## config.mk

```make
export PLATFORM = sky130hd
export DESIGN_NAME = instr_fetch_unit
export DESIGN_NICKNAME = d
export VERILOG_FILES = /design/src/rtl/instr_fetch_unit.sv
export SDC_FILE = /design/constraint.sdc
export NUM_CORES = 1
export LEC_CHECK = 0
export ABC_AREA = 0
export CELL_PAD_IN_SITES_DETAIL_PLACEMENT = 0
export CELL_PAD_IN_SITES_GLOBAL_PLACEMENT = 1
export CORE_ASPECT_RATIO = 0.6
export CORE_MARGIN = 10
export CORE_UTILIZATION = 32
export DETAILED_ROUTE_END_ITERATION = 10
export GPL_ROUTABILITY_DRIVEN = 0
export PLACE_DENSITY = 0.85
export SKIP_CTS_REPAIR_TIMING = 1
export SYNTH_ARGS = -nofsm -noshare
export SYNTH_HDL_FRONTEND = slang
export SYNTH_SLANG_ARGS = --single-unit
```

## constraint.sdc

```tcl
create_clock -name clk -period 3.1 [get_ports clk]
set_clock_uncertainty 0.2 [all_clocks]
set_input_delay 0.62 -clock clk [delete_from_list [all_inputs] [get_ports clk]]
set_output_delay 0.62 -clock clk [all_outputs]
set_load 0.01 [all_outputs]
```

## src/rtl/instr_fetch_unit.sv

```systemverilog
// instr_fetch_unit: PC register, next-PC select, IF/ID register and IDLE/RUN/HALT control
module instr_fetch_unit #(
  parameter int NB_PC = 32,
  parameter int NB_INSTR = 32,
  parameter logic [NB_PC-1:0] RESET_PC = '0,
  parameter logic [NB_INSTR-1:0] NOP_INSTR = 32'h00000013,
  parameter logic [NB_INSTR-1:0] HALT_INSTR = 32'hFFFFFFFF
) (
  input  logic                clk,
  input  logic                i_rst,
  input  logic                i_start,
  input  logic                i_en,
  input  logic                i_stall,
  input  logic [1:0]          i_pcSrc,
  input  logic                i_flush,
  input  logic [NB_PC-1:0]    i_branch_target,
  input  logic [NB_PC-1:0]    i_jalr_target,
  input  logic [NB_INSTR-1:0] i_instr,
  output logic [NB_PC-1:0]    o_imem_addr,
  output logic [NB_PC-1:0]    o_pc,
  output logic [NB_PC-1:0]    o_pc_plus4,
  output logic [NB_INSTR-1:0] o_instr,
  output logic                o_valid,
  output logic                o_halted,
  output logic [31:0]         o_fetch_count
);
  typedef enum logic [1:0] {IDLE, RUN, HALT} state_t;
  state_t r_state, w_state_next;
  logic [NB_PC-1:0] r_pc, w_pc4, w_target;
  logic w_adv, w_halt, w_fetch;
  assign w_adv = (r_state == RUN) && i_en;
  assign w_pc4 = r_pc + NB_PC'(4);
  assign w_halt = w_adv && !i_flush && !i_stall && (i_instr == HALT_INSTR);
  assign w_fetch = w_adv && !i_flush && !i_stall && (i_instr != HALT_INSTR);
  assign o_imem_addr = r_pc;
  assign o_halted = (r_state == HALT);
  // redirect target used when a flush is taken; jalr targets are forced even
  always_comb w_target = i_pcSrc == 2'b01 ? i_branch_target :
                         i_pcSrc == 2'b10 ? {i_jalr_target[NB_PC-1:1], 1'b0} : w_pc4;
  // state register
  always_ff @(posedge clk) r_state <= i_rst ? IDLE : w_state_next;
  // next state: start leaves IDLE, a halt marker fetched in RUN parks in HALT
  always_comb begin
    w_state_next = r_state;
    w_state_next = (r_state == IDLE && i_start) ? RUN : w_state_next;
    w_state_next = w_halt ? HALT : w_state_next;
  end
  // PC, IF/ID register and fetch counter; flush wins over stall and halt
  always_ff @(posedge clk) begin
    if (i_rst) begin
      r_pc <= RESET_PC;
      o_pc <= '0;
      o_pc_plus4 <= '0;
      o_instr <= NOP_INSTR;
      o_valid <= 1'b0;
      o_fetch_count <= '0;
    end else if (w_adv && i_flush) begin
      r_pc <= w_target;
      o_instr <= NOP_INSTR;
      o_valid <= 1'b0;
    end else if (w_halt) begin
      o_instr <= NOP_INSTR;
      o_valid <= 1'b0;
    end else if (w_fetch) begin
      r_pc <= w_pc4;
      o_pc <= r_pc;
      o_pc_plus4 <= w_pc4;
      o_instr <= i_instr;
      o_valid <= 1'b1;
      o_fetch_count <= o_fetch_count + 32'd1;
    end
  end
endmodule

```

**Word level (Yosys, flattened, before mapping)**

Index checks and enable logic that the tools add are counted.

- RAM bits: 0
- Logic and storage cells: 42
- Bits of input ports: 104
- Bits in latches: 0
- Register bits: 163
- Bits in read-only memories: 0
- Memories: 0

- Div/mod/pow operators: 0
- Equality and inequality tests: 7
- $lt $le $gt $ge: 0
- $mul: 0
- Shifts and indexed selects: 0
- Bitwise gates (word level): 2
- Reduce and logical (&&, ||, !) cells: 16
- Muxes and demuxes: 7
- $add $sub $neg: 2

Operators by type and width:

| operator | count |
|---|---|
| 32-bit 2-to-1 mux | 5 |
| 32-bit by 1-bit adder with 32-bit output (second input constant) | 1 |
| 32-bit by 3-bit adder with 32-bit output (second input constant) | 1 |
| 32-bit equality test (second input constant) | 1 |
| 32-bit != test (second input constant) | 1 |
| 1-bit logical AND | 7 |
| 2-bit by 1-bit equality test with 1-bit output (second input constant) | 2 |
| 2-bit equality test (second input constant) | 2 |
| 2-bit 2-to-1 mux | 2 |
| 2-bit nonzero test | 2 |
| 3-bit AND reduction | 1 |
| 3-bit OR reduction | 1 |
| 1-bit logical NOT | 2 |
| 2-bit logical NOT | 1 |
| 2-bit by 1-bit != test with 1-bit output (second input constant) | 1 |
| 1-bit NOT | 2 |
| 2-bit AND reduction | 1 |
| 2-bit OR reduction | 1 |

**Logic depth before layout (Yosys ltp)**

Gate-level depths: netlist of run 1.

- Word-level depth: 8
- Gate-level depth with buffers: 10
- Mapped depth without buffers: 8

**Worst setup path before layout of run 1**

Ideal clock, no wire load.

- Path type: input -> register
- From: input port i_instr[14]
- To: register r_pc[16] (netlist: o_imem_addr[16])
- Setup slack: 0.570 ns
- Buffers on the path: 2
- Stages on the path: 8
- Required time: 2.768 ns
- Arrival time: 2.198 ns
- Setup time: 0.132 ns
- Cell sequence: nand4_1 > nor4_1 > a21o_1 > buf_2 > clkbuf_1 > o21ai_0 > a21oi_1 > a21oi_1

- Word-level cells in the longest chain between the ends: 4
- Elaborated cells on any way between the ends: 7
- Those cells by class: 3 x eq/ne; 4 x reduce/logical

RTL lines:

| element | RTL line | text |
|---|---|---|
| start, declared | 18 | `input logic [NB_INSTR-1:0] i_instr,` |
| 32-bit equality test or 32-bit != test (tied branches) | 33, 34 |  |
| 1-bit logical AND (on tied branches) | 33, 34 |  |
| 2-bit by 1-bit != test with 1-bit output (no line) or 2-bit nonzero test (tied branches) | -- |  |
| 2-bit AND reduction (no line) * | -- |  |
| end signal, assigned | 58 | `r_pc <= w_target;` |
| end signal, assigned | 65 | `r_pc <= w_pc4;` |
| end, declared | 29 | `logic [NB_PC-1:0] r_pc, w_pc4, w_target;` |

Mark *: on every way between the ends. The rest lies on a longest branch, timed or not.
A chain may end at the register's enable or synchronous reset.

**Worst setup path in the final report of run 1**

- From: register r_pc[3] (netlist: o_imem_addr[3])
- To: register r_pc[22] (netlist: o_imem_addr[22])

- Word-level cells in the longest chain between the ends: 4
- Elaborated cells on any way between the ends: 6
- Those cells by class: 1 x add/sub; 5 x mux

RTL lines:

| element | RTL line | text |
|---|---|---|
| 32-bit by 3-bit adder with 32-bit output * | 32 | `assign w_pc4 = r_pc + NB_PC'(4);` |
| 32-bit 2-to-1 mux (on tied branches) | 64, 39 |  |
| 32-bit 2-to-1 mux (on tied branches) | 61, 38 |  |
| 32-bit 2-to-1 mux * | 57 | `end else if (w_adv && i_flush) begin` |

Mark *: on every way between the ends. The rest lies on a longest branch, timed or not. The select of a mux whose other input is x is not followed.

==> flow_metrics.tcl, run 1 <==
set metrics [dict create \
    status "completed" \
    synth_seq_area_share_pct 42.7 \
    via_per_inst 5.27 \
    cp.required_ns 3.19 \
    start_util_pct 32.6 \
    p_total_mw 4.86 \
    die-area_sq_um 30300 \
    htreeDepth 4 \
    synthCells 976 \
    crit_chain "ha_1 > and2_1 > nand4_1 > buf_4 > nor3_1 > or4b_2 > a31o_2 > a31oi_1" \
    root_buffer "clkbuf_16" \
    synth_edf_count 0 \
    final_nets 1350 \
    hold_depth 2 \
    drt.antenna.violating_nets 0 \
    power_density_nw_per_um2 424 \
    final_util_pct 49.5 \
    clock_latency_ns 0.44 \
    area_growth_pct 51.8 \
    synth.distinct_cells 62 \
    fmax_mhz 350 \
    io_pins 266 \
    cp-end-kind "flip-flop" \
    maxCapViolCount 0 \
    tightest_slew_ns 0.639 \
    tns_ns 0 \
    cts_tree "yes" \
    grt_max_degree 48 \
    synth_xor_area_share_pct 6.27 \
    setup_viol 0 \
    die_w_um 218 \
    drt_drc_violations_left 0 \
    worst-r2r-setup-slack_ns 0.25 \
    synth_ff_type "dfxtp_1" \
    drive_gt1_share_pct 9.40 \
    path_class "flip-flop to flip-flop" \
    cts.sinks 161 \
    reg2regPathDepth 8 \
    wire_per_inst_um 20.1 \
    slew_violations 0 \
    max_stage_delay_ns 0.50 \
    period_minus_slack_ns 2.85 \
    path_clk_slew_ns 0.07 \
    synth_adder_area_share_pct 0.663 \
    max-slew-margin-rel_pct 57.0 \
    worstPathArrival_ns 2.94 \
    gr-total-overflow 0 \
    synth_warnings 0 \
    drt_first_iter_violations 761 \
    place_hpwl_um 24200 \
    fillers 2256 \
    rsz0062_at_grt "no" \
    die_h_um 139 \
    port_buffers 264 \
    first_global_vias 7643 \
    via_count 8288 \
    fp-row-count 43 \
    cp-start-kind "flip-flop" \
    synth_area_sq_um 7540 \
    syn_area_per_cell_sq_um 7.73 \
    crit_fanout 6 \
    cts_buffers 17 \
    track_usage_pct 20.2 \
    fin_crit_sh_pct 92.0 \
    max-clock-path-buffers 2 \
    synthMuxAreaShare_pct 0.680 \
    worst_ir_drop_vdd_mv 0.361 \
    finalHoldViolations 0 \
    antenna_found_initial 4 \
    grt_pass1_wl_um 47800 \
    hp-class "flip-flop to flip-flop" \
    yosys.area_share.simple_pct 25.0 \
    wl_um 31700 \
    async_reset_ff_share_pct 0 \
    synth_compound_area_share_pct 18.9 \
    leakagePower_nw 3.94 \
    ys_ff_latch 161 \
    core_sq_um 23100 \
    synth_top_family_by_area "simple AND/OR/NAND/NOR gates" \
    synth_fp_nets 1084 \
    cp_slowest_cell "nor3_1" \
    drt-pass1-iter-count 5 \
]
[final cells by class]
cell class | instances | area (sq um) | share of cell area, %
Multi-Input combinational cell | 714 | 3920 | 34.2
Timing Repair Buffer | 334 | 3240 | 28.3
Sequential cell | 161 | 3220 | 28.1
Clock buffer | 17 | 425 | 3.71
Tap cell | 315 | 394 | 3.44
Clock inverter | 15 | 190 | 1.66
Inverter | 14 | 52.6 | 0.459
Antenna cell | 3 | 7.51 | 0.0656
[metal layers]
| metal | track usage, % | vias to the layer above | part of all wire [%] |
|---|---|---|---|
| met3 | 7.97 | 27 | 11 |
| met4 | 5.17 | 2 | 1.3 |
| li1 | - | 3933 | - |
| met1 | 28.3 | 3924 | 46 |
| met5 | 0 | - | 0.041 |
| met2 | 28.0 | 402 | 42 |
[flip-flops by register name, indices dropped and copies added, names as in the netlist]
name	cells
o_fetch_count	32
o_instr	32
o_pc	32
o_valid	1
o_pc_plus4	30
o_imem_addr	32
r_state	2
[where the power goes]
part	leakage (nW)	internal (mW)	switching (mW)
clock network	0.300	1.23	1.01
logic	2.34	0.255	0.244
registers	1.30	2.09	0.0247
[metrics by stage]
stage | setup slack (ns) | area [sq um] | instances | hold WS [ns]
finish | 0.247 | 11500 | 1573 | 0.254
global placement | -0.0916 | 10800 | 1538 | 0.242
global route | 0.0620 | 11500 | 1573 | 0.271
detailed placement | -0.0917 | 10800 | 1538 | 0.246
CTS | 0.325 | 11400 | 1570 | 0.256
floorplan | 0.570 | 7540 | 976 | 0.242
[placed cells by master, fill, tap and decap left out, types with 23 or more instances in the layout]
master / n
clkdlybuf4s50_1: 263
nand2_1: 193
dfxtp_1: 161
a21oi_1: 114
nor2_1: 85
buf_4: 65
o21ai_0: 35
nand4_1: 34
xor2_1: 32
nand3_1: 23
[kinds of logic (layout without fill, tap and decap cells)]
group	after synthesis	after routing
AO/OA/AOI/OAI	239	239
XOR/XNOR	54	54
adder cells (fa/ha/maj)	4	4
buffers and inverters	101	380
flip-flops	161	161
multiplexers	5	5
other	0	3
AND/OR/NAND/NOR	412	412
[worst paths after layout]
kind                  startpoint              end
setup / recovery  o_imem_addr[3]  o_imem_addr[22]
hold / removal    o_pc_plus4[25]   o_pc_plus4[25]
setup reg to reg  o_imem_addr[3]  o_imem_addr[22]
hold reg to reg   o_pc_plus4[25]   o_pc_plus4[25]
[critical path, delay by kind of cell, from the launching register on]
family | cells | cell delay (ns)
buf+inv | 1 | 0.25
flops | 1 | 0.46
fa+ha+maj | 1 | 0.33
simple gates | 4 | 1.25
compound gates | 2 | 0.22
[cell usage after synthesis (all sizes together), types with 9 or more instances]
cell type	n	area [sq um]
nand3	24	125
xor2	32	280
a22oi	11	82.6
dfxtp	161	3220
buf	28	158
nand2	193	724
and3	12	75.1
clkbuf	59	223
a31oi	14	87.6
a211oi	15	113
nor4	9	62.6
nor3	17	85.1
a21oi	115	576
o21ai	35	175
xnor2	22	193
o22ai	10	62.6
inv	14	52.6
nor2	86	325
nand4	35	225
Note: power is estimated with default switching activity, not from simulation.
==> run 2: changes to the inputs <==
Settings changed: CORE_UTILIZATION 32 to 35, PLACE_DENSITY 0.85 to 0.92, SKIP_CTS_REPAIR_TIMING 1 to default.
Clock period 3.1 ns to 3.68 ns, I/O delays scaled along.
==> run 2 against run 1 <==
First-iteration DRC count decreased by 12%. Final area decreased by 3.5%. Critical endpoint is now o_imem_addr[26]. Routed wire length decreased by 2.2%. Register-to-register slack improved by 0.28 ns. Global-route usage increased by 0.92 points. Highest routed layer is now met4. Sequential cell count unchanged.
==> flow_metrics.tcl, run 2 (synthesis gave the netlist of run 1 again) <==
set metrics [dict create \
    setup_viol 0 \
    post_cts_buffers 0 \
    tns_ns 0 \
    power_density_nw_per_um2 356 \
    grt_max_degree 76 \
    worst_ir_drop_vdd_mv 0.303 \
    drt_first_iter_violations 667 \
    place_hpwl_um 23200 \
    clock_latency_ns 0.43 \
    htreeDepth 4 \
    slew_violations 0 \
    final_nets 1314 \
    cts_buffers 17 \
    p_total_mw 3.94 \
    die-area_sq_um 28000 \
    maxCapViolCount 0 \
    via_per_inst 5.39 \
    cts_hold_buf 0 \
    mostFrequentLayoutCells "263 x clkdlybuf4s50_1, 193 x nand2_1, 161 x dfxtp_1" \
    gr-total-overflow 0 \
    path_clk_slew_ns 0.07 \
    leakagePower_nw 3.72 \
    cp-end-kind "flip-flop" \
    fillers 1993 \
    fmax_mhz 317 \
    cts_resized 0 \
    crit_fanout 9 \
    antenna_cells 0 \
    cts_tree "yes" \
    start_util_pct 35.8 \
    cp.required_ns 3.79 \
    drive_gt1_share_pct 6.40 \
    tightest_slew_ns 0.878 \
    path_class "flip-flop to flip-flop" \
    drt_drc_violations_left 0 \
    core_sq_um 21100 \
    max-slew-margin-rel_pct 41.5 \
    drt-pass1-iter-count 5 \
    first_global_vias 7557 \
    track_usage_pct 21.2 \
    final_common_cell "clkdlybuf4s50_1" \
    status "completed" \
    wire_per_inst_um 20.7 \
    port_buffers 264 \
    io_pins 266 \
    wl_um 31000 \
    cts.sinks 161 \
    max-clock-path-buffers 2 \
    worstPathArrival_ns 3.26 \
    period_minus_slack_ns 3.15 \
    fin_ws_ns 0.527 \
    hp-class "flip-flop to flip-flop" \
    drt.antenna.violating_nets 0 \
    antenna_found_initial 0 \
    finalHoldViolations 0 \
    fin_crit_sh_pct 85.7 \
    area_growth_pct 46.5 \
    fp-row-count 41 \
    root_buffer "clkbuf_16" \
    via_count 8069 \
    cp-start-kind "flip-flop" \
    die_h_um 134 \
    die_w_um 210 \
    grt_pass1_wl_um 46500 \
    post-place-ws_ns 0.123 \
    rsz0062_at_grt "no" \
]
## run 2: cell types whose count changed in the layout (fill, tap and decap cells not counted), sizes merged
cell	delta
buf	-36
inv	-10
clkbuf	+4
clkinv	+4
diode	-3
clkinvlp	+1
## run 2: area by class of cell
type,instances,area [sq um],area share (%)
flip-flops and latches,161,3220,29.2
inverters,14,52.6,0.475
clock buffers,21,450,4.08
well taps,279,349,3.16
clock inverters,10,113,1.02
repair buffers,298,2950,26.6
multi-input cells,714,3920,35.5
## run 2: per-stage QoR
stage / cell area (sq um) / hold slack, ns / util, % / std cells
floorplan: 7540 / 0.242 / - / 976
CTS: 11100 / 0.255 / 52.4 / 1497
global placement: 10500 / 0.241 / 49.8 / 1466
finish: 11100 / 0.252 / 52.4 / 1497
global route: 11100 / 0.271 / 52.4 / 1497
detailed placement: 10500 / 0.245 / 49.8 / 1466
## run 2: critical path, stage by stage, from the launching register on
cell and delay [ns]:
dfxtp_1 0.50, ha_1 0.36, and2_1 0.29, nand4_1 0.48, or3_1 0.61, mux2i_1 0.20
a21oi_1 0.08, a311o_1 0.32
## run 2: worst paths after layout
kind,from,endpoint,slack [ns],depth (start not counted)
hold / removal,o_pc[29],o_pc[29],0.25,2
setup / recovery,o_imem_addr[2],o_imem_addr[26],0.53,7
setup reg to reg,o_imem_addr[2],o_imem_addr[26],0.53,7
hold reg to reg,o_pc[29],o_pc[29],0.25,2
## run 2: report_power, final
part | switching, mW | internal [mW]
registers | 0.0267 | 1.77
clock network | 0.740 | 1.01
logic | 0.196 | 0.199
## run 2: metal layers
| layer | global-route usage (%) | share of wire [%] | vias up |
|---|---|---|---|
| met5 | 0 | 0 | - |
| met4 | 3.58 | 0.34 | 0 |
| met3 | 8.36 | 12 | 12 |
| met2 | 30.1 | 42 | 387 |
| met1 | 29.5 | 47 | 3814 |
| li1 | - | - | 3856 |
==> run 3: changes to the inputs <==
Settings changed: PLACE_DENSITY 0.92 to default, PLACE_DENSITY_LB_ADDON from default to 0.1.
==> run 3 against run 2 <==
Register-to-register slack improved by 0.06 ns. Final area increased by 0.16%. Sequential power about the same. Setup slack improved by 0.065 ns. Clock power about the same. Cell count increased by 0.33%. Critical path type unchanged. Sequential cell count unchanged.
==> flow_metrics.tcl, run 3 (synthesis gave the netlist of run 1 again) <==
set metrics [dict create \
    status "completed" \
    path_class "flip-flop to flip-flop" \
    via_count 7829 \
    antenna_cells 0 \
    via_per_inst 5.21 \
    die_h_um 134 \
    maxCapViolCount 0 \
    post_cts_buffers 0 \
    path_clk_slew_ns 0.07 \
    place_hpwl_um 22800 \
    worst_ir_drop_vdd_mv 0.335 \
    first_global_vias 7431 \
    fp-row-count 41 \
    max-clock-path-buffers 2 \
    leakagePower_nw 3.74 \
    instances_no_fill 1502 \
    root_buffer "clkbuf_16" \
    cts_resized 0 \
    setup_viol 0 \
    final_common_cell "clkdlybuf4s50_1" \
    crit_fanout 9 \
    final_nets 1318 \
    cts.sinks 161 \
    track_usage_pct 21.5 \
    grt_max_degree 97 \
    tns_ns 0 \
    drive_gt1_share_pct 6.79 \
    finalHoldViolations 0 \
    worstPathArrival_ns 3.21 \
    dpl.cell_count 1470 \
    mostFrequentLayoutCells "263 x clkdlybuf4s50_1, 193 x nand2_1, 161 x dfxtp_1" \
    multi_input_area_sq_um 3910 \
    period_minus_slack_ns 3.09 \
    cts_tree "yes" \
    die-area_sq_um 28000 \
    slew_violations 0 \
    reg2regPathDepth 7 \
    power_density_nw_per_um2 358 \
    cp.required_ns 3.80 \
    area_growth_pct 46.8 \
    wire_per_inst_um 20.4 \
    max-slew-margin-rel_pct 48.2 \
    drt-pass1-iter-count 5 \
    grt_pass1_wl_um 47500 \
    gr-total-overflow 0 \
    start_util_pct 35.8 \
    hold_slack_ns 0.252 \
    cp-end-kind "flip-flop" \
    drt.antenna.violating_nets 0 \
    fmax_mhz 324 \
    fillers 2060 \
    htreeDepth 4 \
    io_pins 266 \
    cts_hold_buf 0 \
    hp-class "flip-flop to flip-flop" \
    die_w_um 210 \
    rsz0062_at_grt "no" \
    cp-start-kind "flip-flop" \
    hold_depth 2 \
    port_buffers 264 \
    final_util_pct 52.5 \
    cts_buffers 17 \
    regArea_sq_um 3220 \
    tightest_slew_ns 0.775 \
    core_sq_um 21100 \
    antenna_found_initial 0 \
    clock_latency_ns 0.43 \
    drt_first_iter_violations 507 \
    fin_crit_sh_pct 83.9 \
    wl_um 30700 \
    drt_drc_violations_left 0 \
]
## run 3: cell count changes in the layout (fill, tap and decap cells not counted), sizes merged
cell	before	now
buf	35	39
clkbuf	21	22
## run 3: area by class of cell
cell class | instances | share of cell area (%)
multi-input cells | 714 | 35.3
clock inverters | 10 | 0.983
inverters | 14 | 0.475
repair buffers | 302 | 26.7
well taps | 279 | 3.15
flip-flops and latches | 161 | 29.1
clock buffers | 22 | 4.28
## run 3: where the power goes
part / switching (mW) / leakage, nW / internal [mW]
clock network: 0.735 / 0.286 / 1.05
registers: 0.0247 / 1.30 / 1.77
logic: 0.195 / 2.16 / 0.200
## run 3: metrics by stage
| stage | total power, mW | worst slack [ns] | cell area (sq um) |
|---|---|---|---|
| 2_1_floorplan | 1.98 | 1.03 | 7540 |
| 3_3_place_gp | 2.22 | 0.348 | 10500 |
| 3_5_place_dp | 2.22 | 0.264 | 10500 |
| 4_1_cts | 4.02 | 0.607 | 11100 |
| 5_1_grt | 4.12 | 0.388 | 11100 |
| 6_report | 3.97 | 0.591 | 11100 |
## run 3: per-layer routing
layer | track usage [%] | vias up | wire length, um
li1 | - | 3865 | -
met1 | 31.7 | 3693 | 15500
met2 | 29.5 | 251 | 12500
met3 | 6.09 | 20 | 2420
met4 | 5.41 | 0 | 263
met5 | 0 | - | 0
## run 3: path summary, 6_finish.rpt
path,startpoint,endpoint,slack (ns)
setup reg to reg,o_imem_addr[2],o_imem_addr[28],0.59
setup / recovery,o_imem_addr[2],o_imem_addr[28],0.59
hold / removal,o_instr[16],o_instr[16],0.25
hold reg to reg,o_instr[16],o_instr[16],0.25
## run 3: worst max-delay path, cell delays in order, from the launching register on
cell	delay [ns]
dfxtp_1	0.49
ha_1	0.35
and2_1	0.28
nand4_1	0.46
nor3_1	0.54
xnor2_1	0.21
o21ai_0	0.11
a221o_1	0.35
